### config.mk
export PLATFORM = sky130hd
export DESIGN_NAME = wb_chkpt_port_flat
export DESIGN_NICKNAME = d
export VERILOG_FILES = /design/src/rtl/wb_chkpt_if.sv /design/src/rtl/wb_chkpt_port.sv /design/src/flat_wrapper.sv
export SDC_FILE = /design/constraint.sdc
export NUM_CORES = 1
export LEC_CHECK = 0
export CAP_MARGIN = 30
export CORE_UTILIZATION = 25
export CTS_CLUSTER_SIZE = 10
export DETAILED_ROUTE_END_ITERATION = 16
export DONT_BUFFER_PORTS = 1
export SYNTH_ARGS = -nofsm -noshare
export SYNTH_HDL_FRONTEND = slang
export SYNTH_SLANG_ARGS = --single-unit
### constraint.sdc
create_clock -name wb_clk_i -period 6.05 [get_ports wb_clk_i]
set_input_delay 1.21 -clock wb_clk_i [delete_from_list [all_inputs] [get_ports wb_clk_i]]
set_output_delay 1.21 -clock wb_clk_i [all_outputs]
set_load 0.03 [all_outputs]
### src/rtl/wb_chkpt_if.sv
// Wishbone slave-side bus bundle for the checkpoint port.
interface wb_chkpt_if;
  logic        cyc;
  logic        stb;
  logic        we;
  logic [3:0]  sel;
  logic [3:0]  adr;
  logic [31:0] dat_w;
  logic [31:0] dat_r;
  logic        ack;

  modport master (output cyc, stb, we, sel, adr, dat_w, input dat_r, ack);
  modport slave  (input cyc, stb, we, sel, adr, dat_w, output dat_r, ack);
endinterface

### src/rtl/wb_chkpt_port.sv
// Wishbone responder that queues 16-bit checkpoint codes and shows each on the pads for HOLD cycles.
// Optional: define WB_CHKPT_TSTAMP_EN to capture a free-running cycle count on every code load.
module wb_chkpt_port #(
  parameter int CW         = 16,
  parameter int FIFO_DEPTH = 4,
  parameter int HOLD_RST   = 16
) (
  input  logic          wb_clk_i,
  input  logic          wb_rst_i,
  wb_chkpt_if.slave     wb,
  output logic [CW-1:0] chk_code_o,
  output logic [CW-1:0] chk_oeb_o,
  output logic          chk_busy_o
);
  localparam int AW = $clog2(FIFO_DEPTH);
  localparam logic [AW:0] LVL_FULL = (AW+1)'(FIFO_DEPTH);
  localparam logic [AW:0] LVL_ZERO = {(AW+1){1'b0}};

  typedef enum logic [0:0] {ST_IDLE = 1'b0, ST_SHOW = 1'b1} state_e;

  state_e        state_r, state_s;
  logic          ack_r;
  logic [31:0]   dat_r;
  logic [CW-1:0] mem_r [FIFO_DEPTH];
  logic [AW-1:0] wr_ptr_r, rd_ptr_r;
  logic [AW:0]   level_r;
  logic          ovf_r, oe_en_r;
  logic [CW-1:0] oeb_r, code_r, head_s;
  logic [15:0]   hold_r, hold_eff_s, cnt_r, cnt_s, ts_field_s;
  logic [31:0]   rd_data_s;
  logic          req_s, commit_s, code_wr_s, ctrl_wr_s, stat_wr_s, hold_wr_s, flush_s;
  logic          empty_s, full_s, avail_s, load_s, pop_s, fifo_push_s, ovf_set_s;
  logic          unused_s;

  assign req_s     = wb.cyc & wb.stb & ~ack_r;
  assign commit_s  = ack_r & wb.cyc & wb.stb & wb.we;
  assign code_wr_s = commit_s & (wb.adr[3:2] == 2'd0);
  assign ctrl_wr_s = commit_s & (wb.adr[3:2] == 2'd1);
  assign stat_wr_s = commit_s & (wb.adr[3:2] == 2'd2);
  assign hold_wr_s = commit_s & (wb.adr[3:2] == 2'd3);
  assign flush_s   = ctrl_wr_s & wb.sel[0] & wb.dat_w[1];

  assign empty_s    = (level_r == LVL_ZERO);
  assign full_s     = (level_r == LVL_FULL);
  // An empty queue forwards the code being written so it reaches the pads one cycle after ack.
  assign avail_s    = ~empty_s | code_wr_s;
  assign head_s     = empty_s ? wb.dat_w[CW-1:0] : mem_r[rd_ptr_r];
  assign hold_eff_s = (hold_r == 16'd0) ? 16'd1 : hold_r;

  assign pop_s       = load_s & ~empty_s;
  assign fifo_push_s = code_wr_s & ~(load_s & empty_s) & (~full_s | pop_s);
  assign ovf_set_s   = code_wr_s & full_s & ~pop_s;

  // Display FSM next-state, hold counter and load decision.
  always_comb begin
    state_s = state_r;
    cnt_s   = cnt_r;
    load_s  = 1'b0;
    case (state_r)
      ST_IDLE: begin
        if (flush_s) begin
          state_s = ST_IDLE;
        end else if (avail_s) begin
          load_s  = 1'b1;
          state_s = ST_SHOW;
          cnt_s   = hold_eff_s - 16'd1;
        end else begin
          state_s = ST_IDLE;
        end
      end
      ST_SHOW: begin
        if (flush_s) begin
          state_s = ST_IDLE;
        end else if (cnt_r != 16'd0) begin
          cnt_s = cnt_r - 16'd1;
        end else if (avail_s) begin
          load_s = 1'b1;
          cnt_s  = hold_eff_s - 16'd1;
        end else begin
          state_s = ST_IDLE;
        end
      end
      default: state_s = ST_IDLE;
    endcase
  end

  // Register read mux; unmapped bits stay zero.
  always_comb begin
    rd_data_s = 32'h0000_0000;
    case (wb.adr[3:2])
      2'd0:    rd_data_s = 32'(code_r);
      2'd1:    rd_data_s = {31'h0000_0000, oe_en_r};
      2'd2:    rd_data_s = {ts_field_s, 10'h000, ovf_r, full_s, empty_s, 3'(level_r)};
      2'd3:    rd_data_s = {16'h0000, hold_r};
      default: rd_data_s = 32'h0000_0000;
    endcase
  end

  // Bus handshake: single-cycle ack, read data captured alongside it.
  always_ff @(posedge wb_clk_i or posedge wb_rst_i) begin
    if (wb_rst_i) begin
      ack_r <= 1'b0;
      dat_r <= 32'h0000_0000;
    end else begin
      ack_r <= req_s;
      if (req_s & ~wb.we) dat_r <= rd_data_s;
      else                dat_r <= dat_r;
    end
  end

  // Control registers and sticky overflow flag.
  always_ff @(posedge wb_clk_i or posedge wb_rst_i) begin
    if (wb_rst_i) begin
      oe_en_r <= 1'b0;
      oeb_r   <= {CW{1'b1}};
      hold_r  <= 16'(HOLD_RST);
      ovf_r   <= 1'b0;
    end else begin
      if (ctrl_wr_s & wb.sel[0]) begin
        oe_en_r <= wb.dat_w[0];
        oeb_r   <= {CW{~wb.dat_w[0]}};
      end
      if (hold_wr_s & wb.sel[0]) hold_r[7:0]  <= wb.dat_w[7:0];
      if (hold_wr_s & wb.sel[1]) hold_r[15:8] <= wb.dat_w[15:8];
      if (ovf_set_s)                       ovf_r <= 1'b1;
      else if (stat_wr_s & wb.dat_w[5])    ovf_r <= 1'b0;
    end
  end

  // Code queue storage and pointers.
  always_ff @(posedge wb_clk_i or posedge wb_rst_i) begin
    if (wb_rst_i) begin
      for (int i = 0; i < FIFO_DEPTH; i++) mem_r[i] <= {CW{1'b0}};
      wr_ptr_r <= {AW{1'b0}};
      rd_ptr_r <= {AW{1'b0}};
      level_r  <= LVL_ZERO;
    end else if (flush_s) begin
      wr_ptr_r <= {AW{1'b0}};
      rd_ptr_r <= {AW{1'b0}};
      level_r  <= LVL_ZERO;
    end else begin
      if (fifo_push_s) begin
        mem_r[wr_ptr_r] <= wb.dat_w[CW-1:0];
        wr_ptr_r        <= wr_ptr_r + AW'(1);
      end
      if (pop_s) rd_ptr_r <= rd_ptr_r + AW'(1);
      case ({fifo_push_s, pop_s})
        2'b10:   level_r <= level_r + (AW+1)'(1);
        2'b01:   level_r <= level_r - (AW+1)'(1);
        default: level_r <= level_r;
      endcase
    end
  end

  // Display FSM state, hold counter and displayed code.
  always_ff @(posedge wb_clk_i or posedge wb_rst_i) begin
    if (wb_rst_i) begin
      state_r <= ST_IDLE;
      cnt_r   <= 16'd0;
      code_r  <= {CW{1'b0}};
    end else begin
      state_r <= state_s;
      cnt_r   <= cnt_s;
      if (load_s) code_r <= head_s;
    end
  end

`ifdef WB_CHKPT_TSTAMP_EN
  logic [15:0] ts_cnt_r, ts_cap_r;

  // Free-running cycle counter, sampled whenever a code is loaded.
  always_ff @(posedge wb_clk_i or posedge wb_rst_i) begin
    if (wb_rst_i) begin
      ts_cnt_r <= 16'd0;
      ts_cap_r <= 16'd0;
    end else begin
      ts_cnt_r <= ts_cnt_r + 16'd1;
      if (load_s) ts_cap_r <= ts_cnt_r;
    end
  end
  assign ts_field_s = ts_cap_r;
`else
  assign ts_field_s = 16'h0000;
`endif

  assign wb.ack     = ack_r;
  assign wb.dat_r   = dat_r;
  assign chk_code_o = code_r;
  assign chk_oeb_o  = oeb_r;
  assign chk_busy_o = (state_r == ST_SHOW) | ~empty_s;
  assign unused_s   = ^{wb.sel[3:2], wb.adr[1:0], wb.dat_w[31:16]};
endmodule

### src/flat_wrapper.sv
// flat-port wrapper written by rule: the top's interface ports become plain ports
module wb_chkpt_port_flat 
#(
  parameter int CW         = 16,
  parameter int FIFO_DEPTH = 4,
  parameter int HOLD_RST   = 16
)
  (wb_clk_i, wb_rst_i, chk_code_o, chk_oeb_o, chk_busy_o, wb_cyc, wb_stb, wb_we, wb_sel, wb_adr, wb_dat_w, wb_dat_r, wb_ack);
  wb_chkpt_if wb_i ();
  input  logic wb_clk_i;
  input  logic wb_rst_i;
  output logic [CW-1:0] chk_code_o;
  output logic [CW-1:0] chk_oeb_o;
  output logic chk_busy_o;
  input wire logic [$bits(wb_i.cyc)-1:0] wb_cyc;
  input wire logic [$bits(wb_i.stb)-1:0] wb_stb;
  input wire logic [$bits(wb_i.we)-1:0] wb_we;
  input wire logic [$bits(wb_i.sel)-1:0] wb_sel;
  input wire logic [$bits(wb_i.adr)-1:0] wb_adr;
  input wire logic [$bits(wb_i.dat_w)-1:0] wb_dat_w;
  output wire logic [$bits(wb_i.dat_r)-1:0] wb_dat_r;
  output wire logic [$bits(wb_i.ack)-1:0] wb_ack;
  assign wb_i.cyc = wb_cyc;
  assign wb_i.stb = wb_stb;
  assign wb_i.we = wb_we;
  assign wb_i.sel = wb_sel;
  assign wb_i.adr = wb_adr;
  assign wb_i.dat_w = wb_dat_w;
  assign wb_dat_r = wb_i.dat_r;
  assign wb_ack = wb_i.ack;
  wb_chkpt_port #(.CW(CW), .FIFO_DEPTH(FIFO_DEPTH), .HOLD_RST(HOLD_RST)) u_core (.wb_clk_i(wb_clk_i), .wb_rst_i(wb_rst_i), .wb(wb_i), .chk_code_o(chk_code_o), .chk_oeb_o(chk_oeb_o), .chk_busy_o(chk_busy_o));
endmodule
==> results.tsv <==
metric	value	unit
outcome	finished, final reports clean	
cp_cell_sequence	inv_1, ha_1, or4b_1, o41a_1, or3_1, nor2_1, ha_1, fa_1, xnor2_1, or3_1, a21oi_1	
numCtsBuffers	17	
synth_edf_count	0	
power_leakage	3.51	nW
gr-total-overflow	0	
synth_area	7280	sq um
hold_ws	0.499	ns
area_growth	11.1	%
yosysTopAreaCellShare	47.4	%
dp_cells	983	
first_global_vias	4851	
initialDrtViolationCount	366	
postCtsSetupBuffers	0	
dpl.hpwl	12.6	mm
fin_crit	3.69	ns
ys_async_sr_fraction	100	%
rsz0062_at_grt	no	
place.gp.congestion	0.863	
io_pins	111	
fin_worst_skew	0.0102	ns
clkLatencyLatePin	0.43	ns
synth_cells	640	
vias	4885	
rows	62	
start_util	25.4	%
hold_buffers	0	
grt_pass1_wl	29.1	mm
nNetsFinal	672	
dieHeight	173	microns
ys_seq_area_share	48.2	%
fin_cells	1016	
antenna_found_initial	1	
fp.dieW	173	microns
place_area	7510	sq um
cap_violations	0	
path_clk_slew	0.07	ns
wire_per_inst	17.7	microns
vias_per_cell	4.81	
cpPeakStageDelay	0.63	ns
synth_cell_types	62	
track_usage	12.6	%
ctsResizeCount	0	
stdcell_area	8090	sq um
worst-slew-pin-transition	0.892	ns
post-route-period-util	61.1	%
yosysWarnings	0	
grt_start_max_net_pins	91	
drc	0	
synth.avg_cell_area	11.4	sq um
vdd_drop_max	0.220	mV
fmax	271	MHz
fillers	2976	
synth_top_cell_by_area	dfrtp_1	
cp-end-kind	register	
startpoint_type	register	
ys_top_cells_by_area	dfrtp_1 (47%), mux2_2 (13%), mux4_2 (5.3%)	
cp_slowest_cell	or3_1	
portBuffers	0	
setup_viol	0	
clock-root-buffer	clkbuf_16	
drive_gt1_share	27.1	%
htreeDepth	4	
fin_tns_setup	0	ns
slew_violations	0	
critPathKind	reg -> reg	
cts_tree	yes	
arrival	4.05	ns
slew_headroom	41.0	%
cts_buffer_depth	2	
drt_pass1_iterations	5	
power_density	362	nW/um^2
routed_wl	18.0	mm
clock-sinks	140	
die_area	29800	sq um
ys_seq_elements	140	
ant_nets	0	
core_area	28700	sq um
hold_class	reg -> reg	
finalHoldViolCount	0	
synth_flop_cell	dfrtp_1	
cp_max_fo	10	
required	6.40	ns
layout make-up:
class,instances,area [sq um],area share [%]
antenna,1,2.50,0.0310
clock buffer,18,439,5.43
clock inverter,14,134,1.66
inverter,10,42.5,0.526
multi-input combinational,439,3400,42.1
sequential,140,3510,43.4
tap,384,480,5.94
timing repair buffer,10,75.1,0.929
synthesized netlist by cell type, drive strengths merged (3+ instances only):
cell,instances
buf,46
nand3,8
mux2,88
o31ai,4
a32oi,3
nand2,49
nor3b,4
clkbuf,20
or4,8
xnor2,6
nand4,10
inv,10
nand2b,3
ha,8
a21oi,27
nor4,8
nor2,64
or3,6
xor2,6
a31oi,19
nor3,19
a22oi,15
dfrtp,138
o21ai,12
mux4,17
nand4b,4
or2,4
a221o,3
through the flow:
stage	total power [mW]	util (%)	worst slack, ns
after floorplan	1.77	-	1.09
after global placement	1.91	26.2	2.06
after detailed placement	1.92	26.2	2.02
after CTS	2.95	28.2	2.37
after global routing	3.08	28.2	2.16
final	2.92	28.2	2.36
final timing paths:
| kind | end | cells after the start | slack (ns) | start |
|---|---|---|---|---|
| setup / recovery | u_core.level_r[2]$_DFFE_PP0P_ | 11 | 2.36 | u_core.cnt_r[0]$_DFFE_PP0P_ |
| hold / removal | u_core.mem_r[41]$_DFFE_PP0P_ | 1 | 0.50 | u_core.mem_r[41]$_DFFE_PP0P_ |
| setup reg to reg | u_core.level_r[2]$_DFFE_PP0P_ | 11 | 2.36 | u_core.cnt_r[0]$_DFFE_PP0P_ |
| hold reg to reg | u_core.mem_r[41]$_DFFE_PP0P_ | 1 | 0.50 | u_core.mem_r[41]$_DFFE_PP0P_ |
| max in group asynchronous | u_core.mem_r[41]$_DFFE_PP0P_ | 2 | 4.08 | wb_rst_i |
| min in group asynchronous | u_core.mem_r[61]$_DFFE_PP0P_ | 1 | 0.79 | wb_rst_i |
worst max-delay path, delay by kind of cell (launching register included):
family | cells | cell delay (ns)
AO/OA/AOI/OAI | 2 | 0.76
XOR/XNOR | 1 | 0.08
adder cells (fa/ha/maj) | 3 | 0.57
buffers and inverters | 1 | 0.10
flip-flops | 1 | 0.43
AND/OR/NAND/NOR | 4 | 1.66
state kept, by name, summed over array words and instances (netlist names):
signal             count
u_core.level_r         3
u_core.wr_ptr_r        2
u_core.state_r         1
u_core.oe_en_r         1
u_core.chk_code_o     16
u_core.chk_oeb_o       1
u_core.mem_r          64
u_core.ovf_r           1
u_core.wb.ack          1
u_core.rd_ptr_r        2
u_core.cnt_r          16
u_core.hold_r         16
u_core.wb.dat_r       16
cell usage in the layout, fill, tap and decap left out, types with 5 or more instances in the layout:
cell	count
a21oi_1	27
a22oi_1	15
a31oi_1	19
buf_4	10
clkbuf_16	17
conb_1	16
dfrtp_1	138
ha_1	8
inv_1	9
inv_6	6
mux2_2	87
mux4_2	17
nand2_1	49
nand3_1	8
nand4_1	6
nor2_1	64
nor3_1	16
nor4_1	7
o21ai_0	12
or3_1	5
or4_1	6
xnor2_1	6
xor2_1	6
report_power, final:
| part | switching, mW | internal [mW] | leakage (nW) |
|---|---|---|---|
| clock | 0.437 | 0.583 | 0.278 |
| sequential | 0.275 | 1.07 | 1.84 |
| combinational | 0.317 | 0.248 | 1.39 |
metal layers:
layer / GRT usage (%) / wire length (microns)
met5: 0 / 0
met4: 4.02 / 180
met3: 3.65 / 1070
met2: 20.0 / 8810
met1: 16.5 / 7940
cell families (layout without fill, tap and decap cells):
group | count (synthesis) | in the layout | share of synthesized area, %
simple gates | 194 | 194 | 14.1
flops | 140 | 140 | 48.2
mux | 107 | 107 | 19.2
compound gates | 101 | 101 | 9.32
buf+inv | 76 | 52 | 6.12
xor+xnor | 12 | 12 | 1.44
fa+ha+maj | 9 | 9 | 1.65
other cells | 1 | 17 | 0.0515
Power figures use the tool's default switching activity.
